**config.mk**
```make
export PLATFORM = sky130hd
export DESIGN_NAME = pacman_game_ctrl
export DESIGN_NICKNAME = d
export VERILOG_FILES = /design/src/rtl/pacman_pkg.sv /design/src/rtl/pacman_game_ctrl_frame_tick_gen.sv /design/src/rtl/pacman_game_ctrl.sv
export SDC_FILE = /design/constraint.sdc
export NUM_CORES = 1
export LEC_CHECK = 0
export ABC_CLOCK_PERIOD_IN_PS = 3100
export BUFFER_PORTS_ARGS = -buffer_cell sky130_fd_sc_hd__clkbuf_2
export CELL_PAD_IN_SITES_DETAIL_PLACEMENT = 0
export CELL_PAD_IN_SITES_GLOBAL_PLACEMENT = 2
export CORE_MARGIN = 3
export CORE_UTILIZATION = 34
export CTS_CLUSTER_SIZE = 25
export DETAILED_ROUTE_END_ITERATION = 8
export PLACE_DENSITY = 0.83
export SLEW_MARGIN = 10
export SYNTH_ARGS = -nofsm -noshare
export SYNTH_HDL_FRONTEND = slang
export SYNTH_SLANG_ARGS = --single-unit
export TNS_END_PERCENT = 50
```
**constraint.sdc**
```tcl
create_clock -name Clk -period 3.1 [get_ports Clk]
set_input_delay 0.155 -clock Clk [delete_from_list [all_inputs] [get_ports Clk]]
set_output_delay 0.155 -clock Clk [all_outputs]
set_load 0.02 [all_outputs]
```
**src/rtl/pacman_pkg.sv**
```systemverilog
// Shared types and the sprite overlap test for the Pac-Man game controller.
package pacman_pkg;

   localparam int SPRITE_SIZE = 8;
   localparam int COORD_W     = 10;

   typedef logic [COORD_W-1:0] coord_t;

   typedef enum logic [2:0] {
      IDLE,
      PLAY,
      DYING,
      GAME_OVER,
      WIN
   } game_state_t;

   // Differences carry one extra bit so far-apart sprites never alias across the 10-bit wrap.
   function automatic logic overlap(coord_t ax, coord_t ay, coord_t bx, coord_t by);
      logic signed [COORD_W:0] dx;
      logic signed [COORD_W:0] dy;
      logic signed [COORD_W:0] lim;
      lim = (COORD_W+1)'(SPRITE_SIZE);
      dx  = $signed({1'b0, ax}) - $signed({1'b0, bx});
      dy  = $signed({1'b0, ay}) - $signed({1'b0, by});
      if (dx < 0) dx = -dx;
      if (dy < 0) dy = -dy;
      return (dx < lim) && (dy < lim);
   endfunction

endpackage

```
**src/rtl/pacman_game_ctrl_frame_tick_gen.sv**
```systemverilog
// Turns the asynchronous vertical-sync level into a one-Clk pulse per frame.
module frame_tick_gen (
   input  logic Clk,
   input  logic Reset_n,
   input  logic frame_clk,
   output logic frame_tick
);

   logic       sync0, sync1, prev, armed;
   logic [1:0] vld_pipe;

   // A rising edge only counts once a genuine low has come through the synchronizer.
   always_ff @(posedge Clk or negedge Reset_n) begin
      if (!Reset_n) begin
         sync0      <= 1'b0;
         sync1      <= 1'b0;
         prev       <= 1'b0;
         armed      <= 1'b0;
         vld_pipe   <= '0;
         frame_tick <= 1'b0;
      end else begin
         sync0      <= frame_clk;
         sync1      <= sync0;
         prev       <= sync1;
         vld_pipe   <= {vld_pipe[0], 1'b1};
         armed      <= armed | (vld_pipe[1] & ~sync1);
         frame_tick <= sync1 & ~prev & armed;
      end
   end

endmodule

```
**src/rtl/pacman_game_ctrl.sv**
```systemverilog
// Pac-Man game controller: frame-driven state machine tracking lives,
// fruit pickups, score and the mouth animation.
module pacman_game_ctrl
   import pacman_pkg::*;
#(
   parameter int MOUTH_FRAMES = 8,
   parameter int DEATH_FRAMES = 60,
   parameter int START_LIVES  = 3
) (
   input  logic                    Clk,
   input  logic                    Reset_n,
   input  logic                    frame_clk,
   input  logic                    start,
   input  coord_t                  pacmanX,
   input  coord_t                  pacmanY,
   input  coord_t                  ghost_redX,
   input  coord_t                  ghost_redY,
   input  coord_t                  ghost_greenX,
   input  coord_t                  ghost_greenY,
   input  coord_t                  ghost_aquaX,
   input  coord_t                  ghost_aquaY,
   // Entry 2*i is fruit i X, entry 2*i+1 is its Y.
   input  logic [5:0][COORD_W-1:0] fruit_location,
   output logic                    death,
   output logic                    closePacman,
   output logic                    first_on,
   output logic                    second_on,
   output logic                    third_on,
   output logic                    isDefeated,
   output logic [1:0]              lives,
   output logic [7:0]              score
);

   localparam int MW = $clog2(MOUTH_FRAMES + 1);
   localparam int DW = $clog2(DEATH_FRAMES + 1);

   game_state_t   state, state_nx;
   logic          frame_tick;
   logic          start_s0, start_s1, start_prev, start_rise;
   logic [2:0]    fruit_on, fruit_hit, eat;
   logic          ghost_hit, last_eaten;
   logic [1:0]    eat_cnt;
   logic [8:0]    score_sum;
   logic [MW-1:0] mouth_cnt;
   logic [DW-1:0] death_cnt;

   frame_tick_gen u_tick (
      .Clk        (Clk),
      .Reset_n    (Reset_n),
      .frame_clk  (frame_clk),
      .frame_tick (frame_tick)
   );

   assign first_on   = fruit_on[0];
   assign second_on  = fruit_on[1];
   assign third_on   = fruit_on[2];
   assign start_rise = start_s1 & ~start_prev;

   always_comb begin
      ghost_hit = overlap(pacmanX, pacmanY, ghost_redX,   ghost_redY)
                | overlap(pacmanX, pacmanY, ghost_greenX, ghost_greenY)
                | overlap(pacmanX, pacmanY, ghost_aquaX,  ghost_aquaY);
      fruit_hit[0] = overlap(pacmanX, pacmanY, fruit_location[0], fruit_location[1]);
      fruit_hit[1] = overlap(pacmanX, pacmanY, fruit_location[2], fruit_location[3]);
      fruit_hit[2] = overlap(pacmanX, pacmanY, fruit_location[4], fruit_location[5]);
      eat          = fruit_on & fruit_hit;
      eat_cnt      = {1'b0, eat[0]} + {1'b0, eat[1]} + {1'b0, eat[2]};
      score_sum    = {1'b0, score} + {7'd0, eat_cnt};
      last_eaten   = (eat != 3'b000) && ((fruit_on & ~eat) == 3'b000);
   end

   always_ff @(posedge Clk or negedge Reset_n) begin
      if (!Reset_n) state <= IDLE;
      else          state <= state_nx;
   end

   always_comb begin
      state_nx = state;
      case (state)
         IDLE:  if (start_s1) state_nx = PLAY;
         PLAY:
            if (frame_tick) begin
               if (ghost_hit)       state_nx = (lives <= 2'd1) ? GAME_OVER : DYING;
               else if (last_eaten) state_nx = WIN;
            end
         DYING: if (frame_tick && death_cnt == DW'(DEATH_FRAMES - 1)) state_nx = PLAY;
         GAME_OVER, WIN: if (start_rise) state_nx = IDLE;
         default: state_nx = IDLE;
      endcase
   end

   // Outputs and game data, all registered off the decided next state.
   always_ff @(posedge Clk or negedge Reset_n) begin
      if (!Reset_n) begin
         start_s0    <= 1'b0;
         start_s1    <= 1'b0;
         start_prev  <= 1'b0;
         death       <= 1'b0;
         isDefeated  <= 1'b0;
         closePacman <= 1'b0;
         fruit_on    <= '0;
         lives       <= '0;
         score       <= '0;
         mouth_cnt   <= '0;
         death_cnt   <= '0;
      end else begin
         start_s0   <= start;
         start_s1   <= start_s0;
         start_prev <= start_s1;
         death      <= (state_nx == GAME_OVER);
         isDefeated <= (state_nx == WIN);
         case (state)
            IDLE:
               if (state_nx == PLAY) begin
                  lives       <= 2'(START_LIVES);
                  score       <= '0;
                  fruit_on    <= 3'b111;
                  mouth_cnt   <= '0;
                  closePacman <= 1'b0;
               end
            PLAY:
               if (frame_tick) begin
                  if (ghost_hit) begin
                     lives <= lives - 2'd1;
                  end else begin
                     fruit_on <= fruit_on & ~eat;
                     score    <= score_sum[8] ? 8'hFF : score_sum[7:0];
                  end
                  if (state_nx != PLAY) begin
                     mouth_cnt   <= '0;
                     closePacman <= 1'b0;
                  end else if (mouth_cnt == MW'(MOUTH_FRAMES - 1)) begin
                     mouth_cnt   <= '0;
                     closePacman <= ~closePacman;
                  end else begin
                     mouth_cnt <= mouth_cnt + MW'(1);
                  end
               end
            DYING:
               if (frame_tick) death_cnt <= (state_nx == PLAY) ? '0 : death_cnt + DW'(1);
            default: ;
         endcase
      end
   end

endmodule
```
Yosys cells after proc, flatten, opt, wreduce, memory -nomap -nowiden. Cells that the tools add are included. W data, S select, Z words.

Flip-flop bits (word level): 39. Bits of input ports: 144. Output and inout bits: 16. Logic and storage cells: 164.

Add/sub/neg operators: 30. Order comparisons: 25. Equality and inequality tests: 15. Muxes and demuxes: 44. Bitwise logic cells: 14. Reductions and logical operators: 18.

Operators by type and width (count): $lt A11 B1 Y1 const B (12); $lt A11 B5 Y1 const B (12); $mux W11 (12); $neg A11 Y11 (12); $sub A10 B10 Y11 (12); $mux W8 (4); $mux W3 (9); $mux W4 (4); $pmux W8 S2 (1); $pmux W3 S4 (1); $reduce_and A4 Y1 (3); $add A8 B2 Y9 (1); $eq A3 B2 Y1 const B (3); $logic_and A1 B1 Y1 (8); $pmux W4 S2 (1); $add A6 B1 Y6 const B (1); $and A3 B3 Y3 (2); $eq A3 B1 Y1 const B (2); $eq A3 B3 Y1 const B (2); $eq A6 B6 Y1 const B (1); $logic_not A3 Y1 (2); $mux W2 (3); $mux W6 (1); $ne A2 B2 Y1 const B (3); other kinds (22) (34).

Longest topological paths before layout.
Word-level depth: 18. Mapped depth: 22. Gate-level depth less buffers: 21.

By module. From an unflattened synthesis, not the netlist that was laid out.

Cells, all modules: 1244. Area, all modules: 9310.2 um^2.

By module, submodules not included: pacman_game_ctrl (times used 1, cells an instance 1232, area an instance 9112.5 um^2, sequential area each 800.8 um^2); frame_tick_gen (times used 1, cells an instance 12, area an instance 197.7 um^2, sequential area each 175.2 um^2).

Worst setup path after synthesis. OpenSTA, ideal clock, no wires.

Path type: input to register. Start: input pacmanY[0]. End: register score[5]. Data arrival time: 4.336 ns. Setup slack: -1.313 ns. Cell stages on the path: 21. Buffers on the path: 0. Cells stage by stage: inv_1 ha_1 inv_1 fa_1 a21o_1 a32oi_1 mux2i_1 o311ai_0 a211o_1 nor4b_1 o2111ai_1 inv_1 fa_1 ha_1 fa_1 nand2_1 or2_2 nor2_1 a31o_2 a31oi_1 a21oi_1.

Longest elaborated chain between the ends: 17. Elaborated cells between the ends (all ways): 59. Classes of those cells: add/sub (15); order compare (12); eq/ne (3); mux (14); bitwise (5); reduce/logical (10).

RTL lines: from (decl) (line pacman_game_ctrl.sv:15) `input coord_t pacmanY,`; parallel branches: the longest is 17 deep, another holds $sub A10 B10 Y11; to (signal assigned) (line pacman_game_ctrl.sv:127) `score <= score_sum[8] ? 8'hFF : score_sum[7:0];`; to (decl) (line pacman_game_ctrl.sv:31) `output logic [7:0] score`.

Several ways; the timed one is not identified. The select of a mux whose other input is x is not followed. A chain may end at the register's enable or synchronous reset.

Worst setup path in the final report.
Start: input pacmanX[0]. End: register score[5].

Longest elaborated chain between the ends: 17. Elaborated cells between the ends (all ways): 59. Classes of those cells: add/sub (15); order compare (12); eq/ne (3); mux (14); bitwise (5); reduce/logical (10).

RTL lines: from (decl) (line pacman_game_ctrl.sv:14) `input coord_t pacmanX,`; parallel branches: the longest is 17 deep, another holds $sub A10 B10 Y11.

Several ways; the timed one is not identified. The select of a mux whose other input is x is not followed.

==> impl_metrics.toml <==
[synth]
yosysSeqAreaShare_pct = 10.03
synth_cell_types = 96
syn_area_mm2 = 0.009727
synth.ff_latch_count = 39
synth_top_cell_by_area = "ha_1"
yosysWarnings = 0
synth-main-ff-cell = "dfrtp_1"
synth-edff-count = 0
yosys-top-cells-area = "ha_1, dfrtp_1, inv_1, a21oi_1, nor2_1"
synth_area_per_cell_um2 = 7.414
syn_inst = 1312
syn_nets = 1595
yosysTopAreaCellShare_pct = 16.08
async_flop_share_pct = 100.0

[route]
dr.first_iter.drc_count = 532
drc_errors = 0
postRouteAntennaNets = 0
wl_per_cell_um = 14.59
via_count = 11467
via_per_inst = 5.163
firstDrtPassIters = 5
finalWirelength_um = 32420

[clock_network]
cts.htree.levels = 2
ctsLongestPathBuffers = 2
cts_sinks = 39
clock-root-buffer = "clkbuf_16"
cts_buffers = 5
clk_pin_slew_ns = 0.06
cts_tree = "done"
insertion_delay_ns = 0.28

[sta]
finalMaxSlewViolations = 0
tns_ns = -13.41
period_needed_ns = 4.003
rsz0062_at_grt = "yes"
final_hold_viol_count = 0
finalCritPeriodShare_pct = 129.1
worst_slack_ns = -0.9025
final-setup-viol-count = 25
worstMarginPinSlew_ns = 0.9680
slew_headroom_pct = 35.46
clock_skew_ns = 0.004756
timing.fmax_mhz = 249.8

[setup_path]
worstPathRequired_ns = 3.27
arrival_ns = 4.17
max_stage_delay_ns = 0.43
crit_chain = "buf_6 -> clkinvlp_4 -> ha_4 -> inv_1 -> fa_2 -> and3_4 -> o21a_4 -> a211oi_4 -> nor3b_2 -> or3b_4 -> o22ai_4 -> o2111ai_2 -> inv_1 -> fa_1 -> ha_2 -> fa_2 -> nand2_2 -> or2_4 -> nor2_4 -> a31o_2 -> a31oi_1 -> a21oi_1"
cpMaxStageDelayCell = "or3b_4"
cp_max_fo = 5
worstSetupPathType = "input pin to flop"
start_kind = "input pin"
cp-end-kind = "flop"
crit_family = "adder cells"
cp_num_buf_inv = 4

[layout]
layout.cells.non_filler = 2221
drive_gt1_share_pct = 37.49
layout_commonest_cell = "buf_4"
antenna_cells = 0
nFillCells = 2838
mostFrequentLayoutCells = "buf_4, clkbuf_2, inv_1"
area_growth_pct = 50.14
fin_nets = 2125

[floorplanning]
die_h_um = 175.1
io_pins = 160
initial_utilization_pct = 34.73
die_width_um = 175.1
dieArea_mm2 = 0.03067
core_area_mm2 = 0.02801
rows = 61

[place]
dp.cells = 2197
finalWeightedCongestion = 0.9008
dp_hpwl_um = 27200
io_buffers = 159

[pwr]
p_switching_w = 0.001779
p_comb_share_pct = 71.1
p_leak_nw = 7.276
pwr-share-clk_pct = 13.7
p_sw_share_pct = 41.94
p_int_w = 0.002464
seqPwrFrac_pct = 15.2
ir_drop_uv = 234.3
powerDensity_mw_per_mm2 = 290.5

[run]
max-cap-violations = 0

[outcome]
violations = "negative setup slack"
status = "finished, violations left"

[global_route]
grt_max_degree = 40
grt_pass1_wl_um = 53540
antenna_found_initial = 1
grt_usage_pct = 20.64
grt_overflow_total = 0
grt_pass1_vias = 11354

[min_path]
hp-class = "input pin to asynchronous set/reset pin"
## power by group through the flow
stage / Clock [W] / Combinational (W) / Sequential, W
after floorplan: 0 / 0.00161 / 0.000674
after global placement: 0 / 0.00279 / 0.000656
after detailed placement: 0 / 0.00283 / 0.000657
after CTS: 0.000592 / 0.00295 / 0.000649
after global routing: 0.000614 / 0.00335 / 0.000662
final: 0.000582 / 0.00301 / 0.000647
## cells in the mapped netlist, types with 16 or more instances
cell type,number
a21oi_1,84
nor3b_1,16
dfrtp_1,39
a211oi_1,19
and3_1,19
nand4_1,19
nor2_1,98
xnor2_1,28
clkbuf_1,18
nor2b_1,32
xor2_1,32
a21o_1,30
nand2_1,72
o21ai_0,70
mux2i_1,17
o21a_1,18
nand2b_1,31
a31oi_1,19
inv_1,156
nor3_1,33
nand3_1,39
ha_1,125
## per-layer routing
metal	GRT usage [%]	vias up	routed length (um)
met5	0	-	10
met3	1.695	20	1171
met2	35.97	211	14990
met1	28.95	5283	16090
li1	-	5951	-
met4	1.629	2	158
## path summary, 6_finish.rpt
kind,from,end,slack (ns),cells after the start
setup / recovery,pacmanX[0],score[5],-0.90,22
hold / removal,Reset_n,death_cnt[1],0.02,1
setup reg to reg,fruit_on[0],score[5],0.39,13
hold reg to reg,u_tick.sync0,u_tick.sync1,0.35,0
max in group asynchronous,Reset_n,start_prev,2.47,1
min in group Clk,u_tick.sync0,u_tick.sync1,0.35,0
## state kept, by name (all words and copies together), names as in the netlist, 2 cells and up
| name | cells |
|---|---|
| lives | 2 |
| mouth_cnt | 4 |
| state | 3 |
| fruit_on | 3 |
| death_cnt | 6 |
| score | 8 |
| u_tick.vld_pipe | 2 |
## logic make-up after synthesis
| family | after synthesis | synth area share [%] |
|---|---|---|
| AO/OA/AOI/OAI | 410 | 30.15 |
| AND/OR/NAND/NOR | 464 | 26.13 |
| XOR/XNOR | 60 | 5.403 |
| multiplexers | 21 | 2.212 |
| flip-flops | 39 | 10.03 |
| adder cells (fa/ha/maj) | 139 | 18.96 |
| other | 1 | 0.03855 |
| buffers and inverters | 178 | 7.075 |
## area by class of cell
type,instances,area [um^2],share of cell area [%]
Timing Repair Buffer,545,3764,25.77
Clock buffer,5,125.1,0.8568
Sequential cell,39,975.9,6.683
Multi-Input combinational cell,1095,8630,59.09
Inverter,156,593.1,4.061
Tap cell,378,473.0,3.239
Clock inverter,3,43.79,0.2999
## stage by stage
stage	util, %	setup WS [ns]	total power [W]	hold WS, ns	instance area, um^2
after global routing	52.14	-1.102	0.004627	0.09946	14600
after global placement	49.53	-1.257	0.003447	0.2633	13870
after detailed placement	49.53	-1.329	0.003490	0.2664	13870
after floorplan	-	-0.9468	0.002282	-0.1406	9892
after CTS	51.54	-0.8714	0.004194	0.05492	14440
final	52.14	-0.9025	0.004243	0.01626	14600
## what timing repair did
| action | in CTS | in global routing |
|---|---|---|
| buffers inserted | 12 | 3 |
| endpoints found under the setup margin | 25 | 25 |
| endpoints found under the hold margin | 2 | 0 |
| hold buffers | 2 | 0 |
| gates resized for setup | 61 | 37 |
| pin swaps | 33 | 30 |
(Power assumes the default switching activity.)
